<file path="src/rtl/conv_index_encoder_pkg.sv">
// Shared geometry constants, state encoding and kernel-index helper for conv_index_encoder.
// Kernel K=3, output N=2; all widths derive from these two values.
package conv_index_pkg;

  localparam int unsigned K      = 3;
  localparam int unsigned N      = 2;
  localparam int unsigned NK     = N * K;
  localparam int unsigned NPIX   = N * N;
  localparam int unsigned IDX_W  = $clog2(N * N * K * K);
  localparam int unsigned PIX_W  = $clog2(N * N);
  localparam int unsigned KIDX_W = $clog2(K * K);
  localparam int unsigned KC_W   = $clog2(K);
  // Signed offset width: one bit wider than $clog2(NK)+1 so r - stride*p never wraps.
  localparam int unsigned SW     = $clog2(NK) + 2;

  typedef enum logic {
    IDLE,
    EMIT
  } state_e;

  typedef logic [KC_W-1:0] kcoord_t;

  function automatic logic [KIDX_W-1:0] kidx_of(input kcoord_t kx, input kcoord_t ky);
    return KIDX_W'(int'(kx) * int'(K) + int'(ky));
  endfunction

endpackage

</file>
<file path="src/rtl/conv_index_encoder_hit_mask.sv">
// Combinational receptive-field test: for each output pixel, the kernel offset that
// lands on input (r,c) and whether that offset lies inside the active kernel window.
module pixel_hit_mask
  import conv_index_pkg::*;
(
  input  logic [SW-2:0]              r_i,
  input  logic [SW-2:0]              c_i,
  input  logic [KC_W-1:0]            stride_i,
  input  logic [KC_W-1:0]            kernel_width_i,
  output logic [NPIX-1:0]            mask_o,
  output logic [NPIX-1:0][KC_W-1:0]  kx_o,
  output logic [NPIX-1:0][KC_W-1:0]  ky_o
);

  logic signed [SW-1:0] rs;
  logic signed [SW-1:0] cs;
  logic signed [SW-1:0] kws;
  logic signed [SW-1:0] dx_w [NPIX];
  logic signed [SW-1:0] dy_w [NPIX];

  always_comb begin
    rs     = signed'(SW'(r_i));
    cs     = signed'(SW'(c_i));
    kws    = signed'(SW'(kernel_width_i));
    mask_o = '0;
    kx_o   = '0;
    ky_o   = '0;
    for (int unsigned px = 0; px < N; px++) begin
      for (int unsigned py = 0; py < N; py++) begin
        dx_w[px*N+py] = rs - signed'(SW'(stride_i) * SW'(px));
        dy_w[px*N+py] = cs - signed'(SW'(stride_i) * SW'(py));
        mask_o[px*N+py] = (dx_w[px*N+py] >= 0) && (dx_w[px*N+py] < kws) &&
                          (dy_w[px*N+py] >= 0) && (dy_w[px*N+py] < kws);
        // Offsets are only meaningful (and only fit KC_W) where the mask bit is set.
        kx_o[px*N+py] = dx_w[px*N+py][KC_W-1:0];
        ky_o[px*N+py] = dy_w[px*N+py][KC_W-1:0];
      end
    end
  end

endmodule

</file>
<file path="src/rtl/conv_index_encoder.sv">
// Enumerates every (output pixel, kernel position) pair covering one input index, one beat
// per cycle in ascending pixel order. Optional request checking: INDEX_ENCODER_CHECK_EN.
module conv_index_encoder
  import conv_index_pkg::*;
(
  input  logic              clk,
  input  logic              rst,
  input  logic              in_valid,
  output logic              in_ready,
  input  logic [IDX_W-1:0]  in_index,
  input  logic [KC_W-1:0]   stride,
  input  logic [KC_W-1:0]   kernel_width,
  output logic              out_valid,
  input  logic              out_ready,
  output logic [PIX_W-1:0]  out_pixel,
  output logic [KIDX_W-1:0] out_kidx,
  output logic              out_hit,
  output logic              out_last,
  output logic              out_err
);

  state_e                    state_q;
  logic [NPIX-1:0]           mask_q;
  logic [NPIX-1:0]           mask_d;
  logic [NPIX-1:0][KC_W-1:0] kx_q;
  logic [NPIX-1:0][KC_W-1:0] ky_q;
  logic                      err_q;

  logic [SW-2:0]             row_w;
  logic [SW-2:0]             col_w;
  logic [NPIX-1:0]           hit_mask_w;
  logic [NPIX-1:0][KC_W-1:0] hit_kx_w;
  logic [NPIX-1:0][KC_W-1:0] hit_ky_w;
  logic                      illegal_w;

  logic [PIX_W-1:0]          sel_pix;
  logic                      found;
  logic                      last_w;
  logic                      emit_w;

  assign row_w = (SW-1)'(in_index / IDX_W'(NK));
  assign col_w = (SW-1)'(in_index % IDX_W'(NK));

  pixel_hit_mask u_hit_mask (
    .r_i            (row_w),
    .c_i            (col_w),
    .stride_i       (stride),
    .kernel_width_i (kernel_width),
    .mask_o         (hit_mask_w),
    .kx_o           (hit_kx_w),
    .ky_o           (hit_ky_w)
  );

`ifdef INDEX_ENCODER_CHECK_EN
  localparam logic [IDX_W:0] IDX_LIMIT = (IDX_W+1)'(NK * NK);
  localparam logic [KC_W:0]  KW_LIMIT  = (KC_W+1)'(K);

  assign illegal_w = ({1'b0, in_index} >= IDX_LIMIT) || (stride == '0) ||
                     (kernel_width == '0) || ({1'b0, kernel_width} > KW_LIMIT);
`else
  assign illegal_w = 1'b0;
`endif

  // Lowest-set-bit priority encoder over the remaining hits.
  always_comb begin
    sel_pix = '0;
    found   = 1'b0;
    for (int unsigned p = 0; p < NPIX; p++) begin
      if (mask_q[p] && !found) begin
        sel_pix = PIX_W'(p);
        found   = 1'b1;
      end
    end
  end

  assign mask_d = mask_q & (mask_q - NPIX'(1));
  assign last_w = (mask_d == '0);
  assign emit_w = (state_q == EMIT);

  always_ff @(posedge clk or posedge rst) begin
    if (rst) begin
      state_q <= IDLE;
      mask_q  <= '0;
      kx_q    <= '0;
      ky_q    <= '0;
      err_q   <= 1'b0;
    end else begin
      case (state_q)
        IDLE: begin
          if (in_valid) begin
            state_q <= EMIT;
            mask_q  <= illegal_w ? '0 : hit_mask_w;
            kx_q    <= hit_kx_w;
            ky_q    <= hit_ky_w;
            err_q   <= illegal_w;
          end
        end
        EMIT: begin
          if (out_ready) begin
            mask_q <= mask_d;
            if (last_w) begin
              state_q <= IDLE;
              err_q   <= 1'b0;
            end
          end
        end
        default: state_q <= IDLE;
      endcase
    end
  end

  assign in_ready  = (state_q == IDLE);
  assign out_valid = emit_w;
  assign out_hit   = emit_w && found;
  assign out_last  = emit_w && last_w;
  assign out_pixel = (emit_w && found) ? sel_pix : '0;
  assign out_kidx  = (emit_w && found) ? kidx_of(kx_q[sel_pix], ky_q[sel_pix]) : '0;

`ifdef INDEX_ENCODER_CHECK_EN
  assign out_err = emit_w && err_q;
`else
  assign out_err = 1'b0 & err_q;
`endif

endmodule

</file>
<file path="config.mk">
export PLATFORM = sky130hd
export DESIGN_NAME = conv_index_encoder
export DESIGN_NICKNAME = d
export VERILOG_FILES = /design/src/rtl/conv_index_encoder_pkg.sv /design/src/rtl/conv_index_encoder_hit_mask.sv /design/src/rtl/conv_index_encoder.sv
export SDC_FILE = /design/constraint.sdc
export NUM_CORES = 1
export LEC_CHECK = 0
export ABC_AREA = 1
export CAP_MARGIN = 20
export CORE_ASPECT_RATIO = 0.7
export CORE_MARGIN = 1.5
export CORE_UTILIZATION = 25
export CTS_BUF_LIST = sky130_fd_sc_hd__clkbuf_8
export DETAILED_ROUTE_END_ITERATION = 8
export MAX_ROUTING_LAYER = met4
export PLACE_DENSITY = 0.41
export SYNTH_ARGS = -nofsm -noshare
export SYNTH_HDL_FRONTEND = slang
export SYNTH_HIERARCHICAL = 1
export SYNTH_SLANG_ARGS = --single-unit
</file>
<file path="constraint.sdc">
create_clock -name clk -period 2.6 [get_ports clk]
set_input_delay 0.39 -clock clk [delete_from_list [all_inputs] [get_ports clk]]
set_output_delay 0.39 -clock clk [all_outputs]
set_load 0.05 [all_outputs]
</file>
==> flow_metrics.env, run 1 <==
export IMPL_status="finished with violations"
export IMPL_violations_in_the_final_reports="negative setup slack"
export IMPL_grt_first_pass_wirelength_mm=7.97
export IMPL_gpl_final_weighted_congestion=0.861
export IMPL_ff2ff_path_depth=7
export IMPL_async_flop_share=1.00
export IMPL_finalSetupViolCount=3
export IMPL_worst_path_most_repeated_cell="sky130_fd_sc_hd__nand2_1"
export IMPL_cellLeakagePower_nw=1.37
export IMPL_layout_commonest_cell="sky130_fd_sc_hd__buf_4"
export IMPL_path_clk_slew_ps=80
export IMPL_routed_wirelength_mm=4.86
export IMPL_rsz0062_at_grt="true"
export IMPL_power_ir_vdd_worst_mv=1.03
export IMPL_cts_htree_levels=1
export IMPL_cts_sinks=21
export IMPL_grt_antenna_before_repair=0
export IMPL_postSynthAreaPerCell_um2=7.41
export IMPL_synth_area_mm2=0.00176
export IMPL_synth_main_ff_cell="sky130_fd_sc_hd__dfrtp_1"
export IMPL_clk_insertion_delay_late_ps=260
export IMPL_min_delay_path_class="in2async"
export IMPL_synth_enable_flop_cells=0
export IMPL_reg_to_reg_critical_path_startpoint="mask_q[0]"
export IMPL_final_layout_size_suffix_gt1_frac=0.442
export IMPL_cts_tree="built"
export IMPL_post_route_min_period_ps=3210
export IMPL_dpl_cell_count=377
export IMPL_antenna_violating_nets_post_route=0
export IMPL_die_h_um=73.1
export IMPL_io_buffer_count=23
export IMPL_wl_per_cell_um=12.1
export IMPL_floorplan_die_area_mm2=0.00754
export IMPL_hold_slack_ps=459
export IMPL_detailroute_via_count=1647
export IMPL_cp_arrival_ps=2820
export IMPL_timing_critical_path_slowest_stage_cell="sky130_fd_sc_hd__fa_1"
export IMPL_relSlewSlack=0.663
export IMPL_num_rows=25
export IMPL_number_of_global_route_vias_before_repair=1638
export IMPL_worst_path_largest_cell_delay_ps=540
export IMPL_crit_fanout=6
export IMPL_core_area_mm2=0.00676
export IMPL_netSwitchingFraction=0.481
export IMPL_n_antenna_cell=0
export IMPL_internal_power_mw=1.87
export IMPL_numCtsBuffers=3
export IMPL_drt_first_pass_iters=4
export IMPL_layout_area_overhead_vs_synth_pct=57.2
export IMPL_grt_start_max_net_pins=22
export IMPL_reg_to_reg_endpoint="out_valid"
export IMPL_timing_reg2reg_setup_slack_ps=1280
export IMPL_syn_instance_count=237
export IMPL_yosys_cell_types_count=26
export IMPL_synthesis_nets=266
export IMPL_number_of_storage_elements_in_the_synthesis_netlist=21
export IMPL_power_switching_mw=1.73
export IMPL_worstSetupStartpointType="flop"
export IMPL_crit_buf_inv=3
export IMPL_pins_over_their_slew_limit=0
export IMPL_postLayoutSetupSlackWorst_ps=-609
export IMPL_critical_path_top_delay_family="adder cells"
export IMPL_tightestPinTransition_ps=503
export IMPL_ratio_of_routed_vias_to_standard_cells=4.10
export IMPL_clock_power_share=0.061
export IMPL_hold_viol_final=0
export IMPL_layout_nets=338
export IMPL_combPwrFrac=0.784
export IMPL_number_of_violations_of_the_max_capacitance_limit=0
export IMPL_cp_required_ps=2210
export IMPL_finalClockSkew_ps=5.64
export IMPL_die_w_um=103
export IMPL_crit_path_cell_trace="inv_2 > o21ai_4 > nand2_4 > nand2_1 > o21ai_1 > nand2_1 > nand2_2 > fa_1 > ha_1 > inv_1 > fa_2 > nor2_4 > buf_12"
export IMPL_dp_final_hpwl_mm=3.61
export IMPL_share_of_the_clock_period_used_by_the_worst_path_after_layout=1.23
export IMPL_gr_usage_all_layers=0.141
export IMPL_cts_hold_buffers_added=0
export IMPL_clock_tree_root_cell="sky130_fd_sc_hd__clkbuf_8"
export IMPL_setup_worst_path_class="reg2out"
export IMPL_layout_common_cells="61 x sky130_fd_sc_hd__buf_4, 33 x sky130_fd_sc_hd__nand2_1, 31 x sky130_fd_sc_hd__inv_1, 19 x sky130_fd_sc_hd__dfrtp_1, 15 x sky130_fd_sc_hd__nor2_1"
export IMPL_drtIter0Drc=66
export IMPL_synth_seq_area_share=0.299
export IMPL_worstSetupEndpointType="output pin"
export IMPL_starting_density_of_the_core=0.260
export IMPL_power_per_cell_area_mw_per_mm2=1310
export IMPL_totalPowerFinal_mw=3.60
export IMPL_seqPwrFrac=0.155
export IMPL_fmax_ghz=0.312
export IMPL_post_layout_nonfiller_instances=402
export IMPL_synth_warning_count=6
export IMPL_io_pins=25
export IMPL_cts_root_to_sink_buffers=2
export IMPL_drc_errors=0
export IMPL_gr_total_overflow=0
how the worst max path moves through the flow:
stage	from	end	depth (start not counted)
after floorplan	mask_q[3]	out_kidx[2]	12
after global placement	in_index[3]	mask_q[3]	18
after detailed placement	in_index[5]	mask_q[2]	18
after CTS	mask_q[3]	out_kidx[2]	13
after global routing	mask_q[3]	out_kidx[2]	13
final	mask_q[3]	out_kidx[2]	13
logic make-up after synthesis:
family,Yosys count,share of synthesized area
multiplexers,11,0.0706
adder cells (fa/ha/maj),15,0.124
AO/OA/AOI/OAI,43,0.137
flip-flops,21,0.299
buffers and inverters,60,0.163
other,1,0.00214
AND/OR/NAND/NOR,85,0.199
XOR/XNOR,1,0.00499
power by group through the flow:
| stage | Sequential [mW] | Combinational (mW) | Clock, mW |
|---|---|---|---|
| after floorplan | 0.579 | 1.62 | 0 |
| after global placement | 0.553 | 2.58 | 0 |
| after detailed placement | 0.558 | 2.59 | 0 |
| after CTS | 0.556 | 2.73 | 0.229 |
| after global routing | 0.577 | 3.09 | 0.240 |
| final | 0.558 | 2.82 | 0.221 |
Yosys cell counts (2+ instances only):
library cell	number	area share
sky130_fd_sc_hd__nand2_1	43	0.092
sky130_fd_sc_hd__inv_1	41	0.088
sky130_fd_sc_hd__dfrtp_1	21	0.30
sky130_fd_sc_hd__nor2_1	21	0.045
sky130_fd_sc_hd__nand3_1	16	0.046
sky130_fd_sc_hd__o21ai_0	15	0.043
sky130_fd_sc_hd__a21oi_1	14	0.040
sky130_fd_sc_hd__buf_4	14	0.060
sky130_fd_sc_hd__ha_1	11	0.078
sky130_fd_sc_hd__mux2_2	11	0.071
sky130_fd_sc_hd__o21ai_1	7	0.020
sky130_fd_sc_hd__fa_1	4	0.046
sky130_fd_sc_hd__o22ai_1	3	0.011
sky130_fd_sc_hd__a21oi_2	2	0.010
sky130_fd_sc_hd__inv_2	2	0.0043
sky130_fd_sc_hd__nor3_1	2	0.0057
area by class of cell:
class | count | area [um^2]
fill | 713 | 4000
multi-input combinational | 157 | 1150
timing repair buffer | 82 | 738
sequential | 21 | 528
inverter | 44 | 178
tap | 94 | 118
clock buffer | 3 | 41.3
clock inverter | 1 | 5.00
tightest hold or removal path: cells and delay by family:
| kind | cells | cell delay (ps) |
|---|---|---|
| buf+inv | 3 | 730 |
state kept, by name, indices dropped and copies added, names as in the netlist:
| name | cells |
|---|---|
| out_valid | 1 |
| ky_q | 8 |
| mask_q | 4 |
| kx_q | 8 |
stage by stage:
step	worst slack (ps)	TNS (ps)	area [um^2]	utilization
final	-609	-1270	2760	0.409
after global routing	-764	-1880	2760	0.409
after CTS	-638	-1380	2510	0.371
after detailed placement	-711	-3700	2340	0.347
after global placement	-609	-3350	2340	0.347
after floorplan	-287	-431	1790	-
timing repair:
item,CTS,global route
resized for setup,29,60
cloned,1,0
endpoints found under the setup margin,6,8
setup buffers,10,10
pin swaps,13,25
metal layers:
| layer | track usage | wire [um] | up-vias |
|---|---|---|---|
| met5 | - | 0 | - |
| met4 | 0.00901 | 11 | 0 |
| met3 | 0.0287 | 127 | 2 |
| met2 | 0.205 | 2080 | 18 |
| met1 | 0.211 | 2640 | 740 |
| li1 | - | - | 887 |
Power figures use the tool's default switching activity.
==> run 2, diff against run 1 <==
PLACE_DENSITY = 0.43   (was 0.41)
SYNTH_HIERARCHICAL = unset   (was 1)
==> flow_metrics.env, run 2 <==
export IMPL_cp_required_ps=2210
export IMPL_worstSetupEndpointType="output pin"
export IMPL_dpl_cell_count=310
export IMPL_num_rows=21
export IMPL_worst_path_most_repeated_cell="sky130_fd_sc_hd__fa_1"
export IMPL_grt_antenna_before_repair=0
export IMPL_grt_start_max_net_pins=17
export IMPL_startpoint="mask_q[0]"
export IMPL_io_pins=25
export IMPL_async_flop_share=1.00
export IMPL_cts_sinks=13
export IMPL_io_buffer_count=23
export IMPL_violations_in_the_final_reports="negative setup slack"
export IMPL_finalSetupViolCount=6
export IMPL_crit_fanout=2
export IMPL_synth_warning_count=0
export IMPL_grt_first_pass_wirelength_mm=6.50
export IMPL_critical_path_top_delay_family="adder cells"
export IMPL_pins_over_their_slew_limit=0
export IMPL_share_of_the_clock_period_used_by_the_worst_path_after_layout=1.22
export IMPL_routed_wirelength_mm=3.91
export IMPL_antenna_violating_nets_post_route=0
export IMPL_synth_xor_area_frac=0.00672
export IMPL_numCtsBuffers=3
export IMPL_hold_slack_ps=490
export IMPL_syn_instance_count=183
export IMPL_drc_errors=0
export IMPL_cts_htree_levels=1
export IMPL_post_layout_nonfiller_instances=332
export IMPL_rsz0062_at_grt="true"
export IMPL_status="finished with violations"
export IMPL_tightestPinTransition_ps=575
export IMPL_synth_adder_area_share=0.177
export IMPL_power_ir_vdd_worst_mv=0.523
export IMPL_totalPowerFinal_mw=2.61
export IMPL_min_delay_path_class="in2async"
export IMPL_gpl_final_weighted_congestion=0.808
export IMPL_post_route_min_period_ps=3160
export IMPL_cp_arrival_ps=2770
export IMPL_reg_to_reg_critical_path_startpoint="out_valid"
export IMPL_ratio_of_routed_vias_to_standard_cells=4.27
export IMPL_layout_nets=294
export IMPL_drtIter0Drc=60
export IMPL_setup_worst_path_class="reg2out"
export IMPL_netlist_area_leader_share=0.250
export IMPL_crit_buf_inv=3
export IMPL_ff2ff_path_depth=6
export IMPL_pre_cts_ws_ps=-1060
export IMPL_finalClockSkew_ps=2.83
export IMPL_setup_tns_ps=-1710
export IMPL_synthesis_nets=213
export IMPL_power_per_cell_area_mw_per_mm2=1110
export IMPL_drt_first_pass_iters=4
export IMPL_cts_root_to_sink_buffers=2
export IMPL_number_of_storage_elements_in_the_synthesis_netlist=13
export IMPL_cp_num_cells=9
export IMPL_post_synth_main_area_contributors="sky130_fd_sc_hd__dfrtp_1 25%, sky130_fd_sc_hd__ha_1 12%, sky130_fd_sc_hd__nand2_1 11%"
export IMPL_gr_total_overflow=0
export IMPL_layout_area_seq_um2=325
export IMPL_compound_cell_area_share_of_the_yosys_netlist=0.149
export IMPL_worstSetupStartpointType="flop"
export IMPL_synth_top_cell_by_area="sky130_fd_sc_hd__dfrtp_1"
export IMPL_layout_area_overhead_vs_synth_pct=81.2
export IMPL_timing_critical_path_slowest_stage_cell="sky130_fd_sc_hd__fa_1"
export IMPL_yosys_cell_types_count=27
export IMPL_detailroute_via_count=1416
export IMPL_post_synth_and_or_nand_nor_area_fraction=0.271
export IMPL_multi_input_comb_area_mm2=0.00103
export IMPL_number_of_violations_of_the_max_capacitance_limit=0
export IMPL_postLayoutSetupSlackWorst_ps=-560
export IMPL_number_of_global_route_vias_before_repair=1398
export IMPL_synth_top_family_by_area="simple AND/OR/NAND/NOR gates"
export IMPL_cts_tree="built"
export IMPL_hold_viol_final=0
export IMPL_finalInstanceArea_mm2=0.00236
export IMPL_path_clk_slew_ps=60
export IMPL_relSlewSlack=0.616
export IMPL_crit_path_cell_trace="buf_6 > or2_4 > mux2_4 > fa_1 > ha_1 > inv_1 > fa_1 > nor2_4 > buf_12"
export IMPL_synth_area_mux_share=0.0259
export IMPL_starting_density_of_the_core=0.267
export IMPL_layout_commonest_cell="sky130_fd_sc_hd__buf_4"
export IMPL_die_h_um=63.4
export IMPL_worst_path_largest_cell_delay_ps=490
export IMPL_synth_main_ff_cell="sky130_fd_sc_hd__dfrtp_1"
export IMPL_layout_common_cells="50 x sky130_fd_sc_hd__buf_4, 33 x sky130_fd_sc_hd__nand2_1, 27 x sky130_fd_sc_hd__inv_1, 13 x sky130_fd_sc_hd__clkdlybuf4s50_1, 13 x sky130_fd_sc_hd__dfrtp_1"
export IMPL_clk_insertion_delay_late_ps=250
export IMPL_wl_per_cell_um=11.8
export IMPL_dpl_instance_area_mm2=0.00205
export IMPL_gr_usage_all_layers=0.153
export IMPL_fmax_ghz=0.316
export IMPL_synth_area_mm2=0.00130
export IMPL_finalCoreUtilization=0.483
export IMPL_synth_enable_flop_cells=0
export IMPL_cts_hold_buffers_added=0
export IMPL_die_w_um=89.3
export IMPL_floorplan_die_area_mm2=0.00566
export IMPL_layout_filler_cells=489
export IMPL_final_layout_size_suffix_gt1_frac=0.468
export IMPL_postSynthAreaPerCell_um2=7.12
export IMPL_clock_tree_root_cell="sky130_fd_sc_hd__clkbuf_8"
export IMPL_synth_common_cells="39 x sky130_fd_sc_hd__nand2_1, 33 x sky130_fd_sc_hd__inv_1, 13 x sky130_fd_sc_hd__dfrtp_1, 13 x sky130_fd_sc_hd__nor2_1"
export IMPL_core_area_mm2=0.00489
export IMPL_dp_final_hpwl_mm=3.10
export IMPL_synth_seq_area_share=0.250
export IMPL_n_antenna_cell=0
export IMPL_reg_top3="kx_q (4), ky_q (4), mask_q (4)"
export IMPL_post_synth_top_count_cell="sky130_fd_sc_hd__nand2_1"
export IMPL_cellLeakagePower_nw=1.17
[run 2: cell count changes after synthesis, sizes merged, moves of 2 or more]
| cell | previous run | this run |
|---|---|---|
| inv | 43 | 38 |
| o22ai | 3 | 1 |
| nor3 | 2 | 0 |
| o21ai | 23 | 19 |
| nand3 | 16 | 14 |
| a21oi | 16 | 10 |
| nand4 | 0 | 2 |
| mux2 | 11 | 3 |
| buf | 16 | 1 |
| dfrtp | 21 | 13 |
| nor2 | 22 | 13 |
[run 2: final cells by class]
class,count,area share
repair buffers,78,0.300
clock buffers,3,0.0175
well taps,69,0.0366
multi-input cells,130,0.438
clock inverters,1,0.00159
inverters,38,0.0689
flip-flops and latches,13,0.138
[run 2: cell families (layout without fill, tap and decap cells)]
group,count (synthesis),after routing
mux,3,3
fa+ha+maj,16,16
flops,13,13
xor+xnor,1,1
simple gates,76,76
buf+inv,40,120
compound gates,33,33
other cells,1,1
[run 2: worst register-to-register path: stages, from the launching register on]
cell and delay [ps]:
sky130_fd_sc_hd__dfrtp_1 450, sky130_fd_sc_hd__inv_1 170, sky130_fd_sc_hd__nand2_1 150, sky130_fd_sc_hd__nand2_1 220
sky130_fd_sc_hd__inv_1 90, sky130_fd_sc_hd__a31oi_1 180, sky130_fd_sc_hd__a21oi_2 70
[run 2: metal layers]
metal / global-route usage / vias up / share of wire
li1: - / 747 / -
met1: 0.229 / 654 / 0.52
met2: 0.211 / 13 / 0.44
met3: 0.0367 / 2 / 0.029
met4: 0.0231 / 0 / 0.0026
met5: - / - / 0
[run 2: path summary, 6_finish.rpt]
path | to | slack [ps]
setup / recovery | out_kidx[2] | -560
hold / removal | mask_q[1] | 490
setup reg to reg | mask_q[1] | 1160
hold reg to reg | ky_q[4] | 490
max in group asynchronous | ky_q[6] | 1730
min in group clk | ky_q[4] | 490
[run 2: repair_timing]
action | 4_1_cts | 5_1_grt
pin swaps | 21 | 18
resized for setup | 29 | 24
endpoints found under the setup margin | 7 | 8
buffers inserted | 11 | 8
[run 2: power by group]
group	internal, mW	switching, mW
Sequential	0.287	0.0606
Clock	0.105	0.0830
Combinational	0.926	1.15
